--- src/rtl/bsg_acm_sched.sv ---
// Round-robin front end that time-shares one ACM encryptor core among num_req_p requesters.
// One job (a frame count) is in flight at a time; zero-frame jobs complete without touching the core.
module bsg_acm_sched #(
  parameter int num_req_p         = 4,
  parameter int max_game_length_p = 255,
  localparam int game_len_width_lp = ((max_game_length_p + 1) == 1) ? 1 : $clog2(max_game_length_p + 1),
  localparam int lg_num_req_lp     = (num_req_p == 1) ? 1 : $clog2(num_req_p)
) (
  input  logic                                   clk_i,
  input  logic                                   reset_i,
  input  logic [num_req_p-1:0]                   req_v_i,
  input  logic [num_req_p*game_len_width_lp-1:0] req_frames_i,
  output logic [num_req_p-1:0]                   req_ready_o,
  output logic [num_req_p-1:0]                   resp_v_o,
  input  logic [num_req_p-1:0]                   resp_yumi_i,
  output logic                                   core_v_o,
  output logic [game_len_width_lp-1:0]           core_frames_o,
  input  logic                                   core_ready_i,
  input  logic                                   core_v_i,
  output logic                                   core_yumi_o,
  output logic [lg_num_req_lp-1:0]               owner_o,
  output logic                                   busy_o
);

  typedef enum logic [1:0] {eIDLE, eISSUE, eWAIT, eRESP} state_e;

  state_e                       state_q, state_d;
  logic [lg_num_req_lp-1:0]     ptr_q, ptr_d;
  logic [lg_num_req_lp-1:0]     owner_q, owner_d;
  logic [game_len_width_lp-1:0] frames_q, frames_d;

  logic                         grant_v;
  logic [lg_num_req_lp-1:0]     grant;
  logic [lg_num_req_lp-1:0]     grant_nxt;
  logic [game_len_width_lp-1:0] grant_frames;

  // Scan from ptr_q upward with wrap; the first valid requester found wins.
  always_comb begin
    int unsigned idx;
    int unsigned nidx;
    idx          = 0;
    nidx         = 0;
    grant_v      = 1'b0;
    grant        = '0;
    grant_nxt    = '0;
    grant_frames = '0;
    for (int unsigned i = 0; i < num_req_p; i++) begin
      idx = 32'(ptr_q) + i;
      if (idx >= num_req_p) idx = idx - num_req_p;
      nidx = idx + 1;
      if (nidx == num_req_p) nidx = 0;
      if (!grant_v && req_v_i[idx[lg_num_req_lp-1:0]]) begin
        grant_v      = 1'b1;
        grant        = idx[lg_num_req_lp-1:0];
        grant_nxt    = nidx[lg_num_req_lp-1:0];
        grant_frames = req_frames_i[idx*game_len_width_lp +: game_len_width_lp];
      end
    end
  end

  always_comb begin
    state_d     = state_q;
    ptr_d       = ptr_q;
    owner_d     = owner_q;
    frames_d    = frames_q;
    req_ready_o = '0;
    resp_v_o    = '0;
    core_v_o    = 1'b0;
    core_yumi_o = 1'b0;
    case (state_q)
      eIDLE: begin
        if (grant_v) begin
          req_ready_o[grant] = 1'b1;
          owner_d            = grant;
          frames_d           = grant_frames;
          ptr_d              = grant_nxt;
          state_d            = (grant_frames != '0) ? eISSUE : eRESP;
        end
      end
      eISSUE: begin
        core_v_o = 1'b1;
        if (core_ready_i) state_d = eWAIT;
      end
      eWAIT: begin
        core_yumi_o = core_v_i;
        if (core_v_i) state_d = eRESP;
      end
      eRESP: begin
        resp_v_o[owner_q] = 1'b1;
        if (resp_yumi_i[owner_q]) state_d = eIDLE;
      end
      default: state_d = eIDLE;
    endcase
  end

  always_ff @(posedge clk_i or posedge reset_i) begin
    if (reset_i) begin
      state_q  <= eIDLE;
      ptr_q    <= '0;
      owner_q  <= '0;
      frames_q <= '0;
    end else begin
      state_q  <= state_d;
      ptr_q    <= ptr_d;
      owner_q  <= owner_d;
      frames_q <= frames_d;
    end
  end

  assign core_frames_o = frames_q;
  assign owner_o       = owner_q;
  assign busy_o        = (state_q != eIDLE);

endmodule
--- config.mk ---
export PLATFORM = sky130hd
export DESIGN_NAME = bsg_acm_sched
export DESIGN_NICKNAME = d
export VERILOG_FILES = /design/src/rtl/bsg_acm_sched.sv
export SDC_FILE = /design/constraint.sdc
export NUM_CORES = 1
export LEC_CHECK = 0
export CORE_MARGIN = 3
export CORE_UTILIZATION = 40
export CTS_CLUSTER_SIZE = 40
export DETAILED_ROUTE_END_ITERATION = 8
export MAX_ROUTING_LAYER = met4
export PLACE_DENSITY = 0.72
export SLEW_MARGIN = 0
export SYNTH_ARGS = -nofsm -noshare
export SYNTH_HDL_FRONTEND = slang
export SYNTH_SLANG_ARGS = --single-unit
--- constraint.sdc ---
create_clock -name clk_i -period 3.4 [get_ports clk_i]
set_clock_uncertainty 0.2 [all_clocks]
set_input_delay 0.34 -clock clk_i [delete_from_list [all_inputs] [get_ports clk_i]]
set_output_delay 0.34 -clock clk_i [all_outputs]
set_load 0.05 [all_outputs]
==> results.yml, run 1 <==
run_status:
  outcome: "stopped before the end"
  stop_stage: "5_2_route"
  error_line: "[ERROR DRT-0255] Maze Route cannot find path of net clk_i in worker of routeBox ( 48300 0 ) ( 79755 48300 )."
place:
  io_buffers: 64
  gp_congestion: 0.8235
  placed_cells: 368
  dp.final_hpwl_um: 4537
cts:
  cts-buffers-inserted: 3
  root_buffer: "clkbuf_8"
  h-tree-depth: 1
  holdBufCountCts: 0
  cts_buffer_depth: 2
  clock-sinks: 14
floorplan:
  die_h_um: 79.76
  initial_core_util_pct: 42.07
  die_w_um: 79.76
  ios: 65
  std_cell_rows: 26
logic_synthesis:
  synth_xor_area_share_pct: 0.4025
  synth-edff-count: 0
  ys_seq_area_share_pct: 16.10
  synthTopCellsByArea: "mux4_2 22%, dfrtp_1 16%, mux2_2 6.7%"
  syn-cell-area_mm2: 0.002176
  synthSimpleGateAreaFrac_pct: 18.29
  synth_mux_area_share_pct: 32.14
  yosysTopAreaCell: "mux4_2"
  ys_warn_count: 0
  synth_compound_area_share_pct: 20.36
  synth_cells: 238
  mappedNetlistNets: 293
  post_synth_fa_ha_maj_area_fraction_pct: 6.325
  synthDistinctLibCells: 49
  netlist.area_leader.share_pct: 21.74
  synth_top_family_by_area: "multiplexers"
  synth_ff_type: "dfrtp_1"
  ys_ff_latch: 14
  synth-async-reset-ratio_pct: 100.0
  syn_avg_cell_area_um2: 9.142
global_route:
  globalRouteOverflowTotal: 0
  grt_pass1_vias: 1992
  antenna_found_initial: 0
  grt_pass1_wl_um: 9549
  track_usage_pct: 18.91
  grt_max_degree: 43
sta:
  grt-worst-endpoint: "req_ready_o[3]"
  timing.repair.worst_endpoint_type: "top-level output"
through the flow:
stage          area [µm²]  setup slack [ns]   TNS (ns)
2_1_floorplan        2245         -0.007825  -0.007825
3_3_place_gp         2944            0.2103          0
3_5_place_dp         2944            0.1535          0
4_1_cts              3007            0.1023          0
5_1_grt              3064           0.08010          0
cell families after synthesis:
kind of cell / count (synthesis)
simple gates: 76
mux: 42
fa+ha+maj: 11
xor+xnor: 1
buf+inv: 29
flops: 14
compound gates: 65
per-layer routing:
metal  global-route usage (%)
met2                    29.88
met1                    27.29
met4                    2.703
met5                        -
met3                    1.580
Yosys cell counts (4+ instances only):
cell type / instances
mux2_2: 13
mux4_2: 21
o211ai_1: 9
nand2_1: 27
and3_1: 4
nand2b_1: 8
nor2_1: 11
ha_1: 11
o21ai_0: 13
o21ai_1: 10
a21oi_1: 8
mux2i_1: 8
nand3_1: 7
inv_1: 11
dfrtp_1: 14
buf_2: 12
a221o_1: 4
repair_timing:
| item | in CTS | in global routing |
|---|---|---|
| setup buffers | 0 | 4 |
| gates resized for setup | 1 | 6 |
| endpoints found under the hold margin | 0 | 0 |
| pin swaps | 0 | 2 |
| endpoints found under the setup margin | 2 | 4 |
==> inputs of run 2 (changes only) <==
- CORE_UTILIZATION: 40 -> 25
- CTS_CLUSTER_SIZE: 40 -> default
- MAX_ROUTING_LAYER: met4 -> default
- PLACE_DENSITY: 0.72 -> default
- PLACE_DENSITY_LB_ADDON: default -> 0.15
- clock period: 3.4 -> 4.4 ns (I/O delays scaled with it)
==> results.yml, run 2 <==
cells_and_area:
  most-common-layout-cells: "60 x clkdlybuf4s50_1, 27 x nand2_1, 21 x mux4_2"
  layout_commonest_cell: "clkdlybuf4s50_1"
  antenna_cells: 0
  final_cell_area_mm2: 0.002947
  largest_register_ffs: 8
  drive_above_1_share_pct: 20.07
  fin_nets: 350
  fillers: 896
  areaGrowthSynthToFinish_pct: 35.42
job:
  cap_viol_max_count: 0
floorplan:
  die_w_um: 99.29
  dieArea_mm2: 0.009859
  ios: 65
  initial_core_util_pct: 26.09
  core_region_area_mm2: 0.008341
  die_h_um: 99.29
  std_cell_rows: 33
cts:
  clock-sinks: 14
  path_clk_slew_ns: 0.06
  tritoncts: "done"
  cts-buffers-inserted: 3
  cts_buffer_depth: 2
  h-tree-depth: 1
  post_cts_resized: 0
  cts_setup_buffers: 0
  root_buffer: "clkbuf_8"
  insertion_delay_ns: 0.24
  holdBufCountCts: 0
logic_synthesis:
  synth_ff_type: "dfrtp_1"
  yosysTopAreaCell: "mux4_2"
  synthTopCellsByArea: "mux4_2 22%, dfrtp_1 16%, mux2_2 6.7%"
  synth_cells: 238
  synth_most_common_cell: "nand2_1"
  synth-edff-count: 0
  syn-cell-area_mm2: 0.002176
  ys_top_cells_by_count: "27 x nand2_1, 21 x mux4_2, 14 x dfrtp_1"
  mappedNetlistNets: 293
  ys_seq_area_share_pct: 16.10
  synth-async-reset-ratio_pct: 100.0
  ys_ff_latch: 14
  ys_warn_count: 0
  synthDistinctLibCells: 49
  netlist.area_leader.share_pct: 21.74
  syn_avg_cell_area_um2: 9.142
sta:
  drv_slew: 0
  fmax_mhz: 265.5
  fin_crit_ns: 3.767
  setup_tns_ns: 0
  finalHoldViolCount: 0
  rsz0062_at_grt: "false"
  final-setup-viol-count: 0
  worst_pin_slew_ns: 0.7709
  setup_slack_ns: 0.6329
  post-route-period-util_pct: 85.62
  maxSlewHeadroom_pct: 48.18
setup_path:
  r2r_start: "ptr_q[1]"
  endpoint_kind: "output port"
  path_cells: "inv_1 -> buf_4 -> ha_1 -> mux4_2 -> nor2_4 -> nand2_2 -> a31oi_1 -> a21o_1 -> nor3b_2 -> buf_4"
  critPathArrivalTime_ns: 3.13
  slowest_stage: "mux4_2"
  required_ns: 3.76
  rr_endpoint: "state_q[1]"
  crit_top_cell: "buf_4"
  worst-path-max-fanout: 16
  crit_path_start_kind: "register"
  worst_r2r_path_depth: 10
  worstSetupPathType: "reg -> out"
  r2r_slack_ns: 0.98
  slowest_delay_ns: 0.67
power_and_ir_drop:
  powerDensity_mw_per_mm2: 763.4
  p_total_uw: 2249
  leakagePower_uw: 0.001116
  ir_worst_vdd_uv: 194.4
global_route:
  track_usage_pct: 13.05
  grt_pass1_vias: 2033
  antenna_found_initial: 0
  globalRouteOverflowTotal: 0
  grt_max_degree: 51
  grt_pass1_wl_um: 10650
routing:
  routedWlPerCell_um: 16.04
  routed_wl_um: 6401
  first_pass_iters: 4
  vias_per_cell: 5.201
  num_vias: 2075
  ant_nets: 0
  drt-initial-drc-count: 88
  drc: 0
run_status:
  outcome: "finished, final reports clean"
place:
  io_buffers: 64
  place_area_mm2: 0.002892
  gp_congestion: 0.8111
  post-place-ws_ns: 0.8111
  dp.final_hpwl_um: 4957
worst_hold_path:
  hold_path.class: "reg -> reg"
  hold_end: "core_frames_o[6]"
  min_from: "core_frames_o[6]"
  whs_path_depth: 2
run 2: cell type report:
cell class                 instances  area, µm²  area share, %
multi-input combinational        195       1692          57.41
timing repair buffer              70      675.6          22.93
sequential                        14      351.6          11.93
tap                              105      131.4          4.459
clock buffer                       4      55.05          1.868
inverter                          11      41.29          1.401
run 2: through the flow:
stage | util [%] | cells | hold WS (ns)
after floorplan | - | 238 | 0.1292
after global placement | 34.67 | 395 | 0.2696
after detailed placement | 34.67 | 395 | 0.2764
after CTS | 35.33 | 399 | 0.2897
after global routing | 35.33 | 399 | 0.3175
final | 35.33 | 399 | 0.2811
run 2: worst max path at each step:
stage                     from             end  slack (ns)  cells past startpoint
global placement    req_v_i[2]  req_ready_o[3]        0.85                      8
global route          ptr_q[1]  req_ready_o[3]        0.42                     10
floorplan             ptr_q[1]  req_ready_o[1]        0.04                      9
detailed placement  req_v_i[2]  req_ready_o[3]        0.81                      8
finish                ptr_q[1]  req_ready_o[3]        0.63                     10
CTS                   ptr_q[1]  req_ready_o[3]        0.60                     10
run 2: power by group:
part	total (µW)	internal, µW	switching, µW
combinational	1880	763	1120
sequential	241	195	46.0
clock	125	79.2	46.2
total	2250	1040	1210
run 2: worst max-delay path: cells and delay by family, from the launching register on:
| family | cells | cell delay, ns |
|---|---|---|
| buffers and inverters | 3 | 0.44 |
| DFF | 1 | 0.34 |
| and+or+nand+nor | 3 | 0.52 |
| AOI/OAI and AO/OA | 2 | 0.37 |
| adders and majority gates | 1 | 0.53 |
| muxes | 1 | 0.67 |
run 2: layer usage:
metal / global-route usage, % / vias to the layer above / routed length (µm)
met3: 1.613 / 2 / 338
li1: - / 1031 / -
met2: 20.14 / 68 / 2831
met1: 19.83 / 974 / 3212
met5: 0 / - / 0
met4: 1.996 / 0 / 19
run 2: kinds of logic after synthesis:
| group | share of synthesized area (%) |
|---|---|
| compound gates | 20.36 |
| xor+xnor | 0.4026 |
| fa+ha+maj | 6.325 |
| buf+inv | 6.383 |
| flops | 16.10 |
| mux | 32.14 |
| simple gates | 18.29 |
Power figures use the tool's default switching activity.
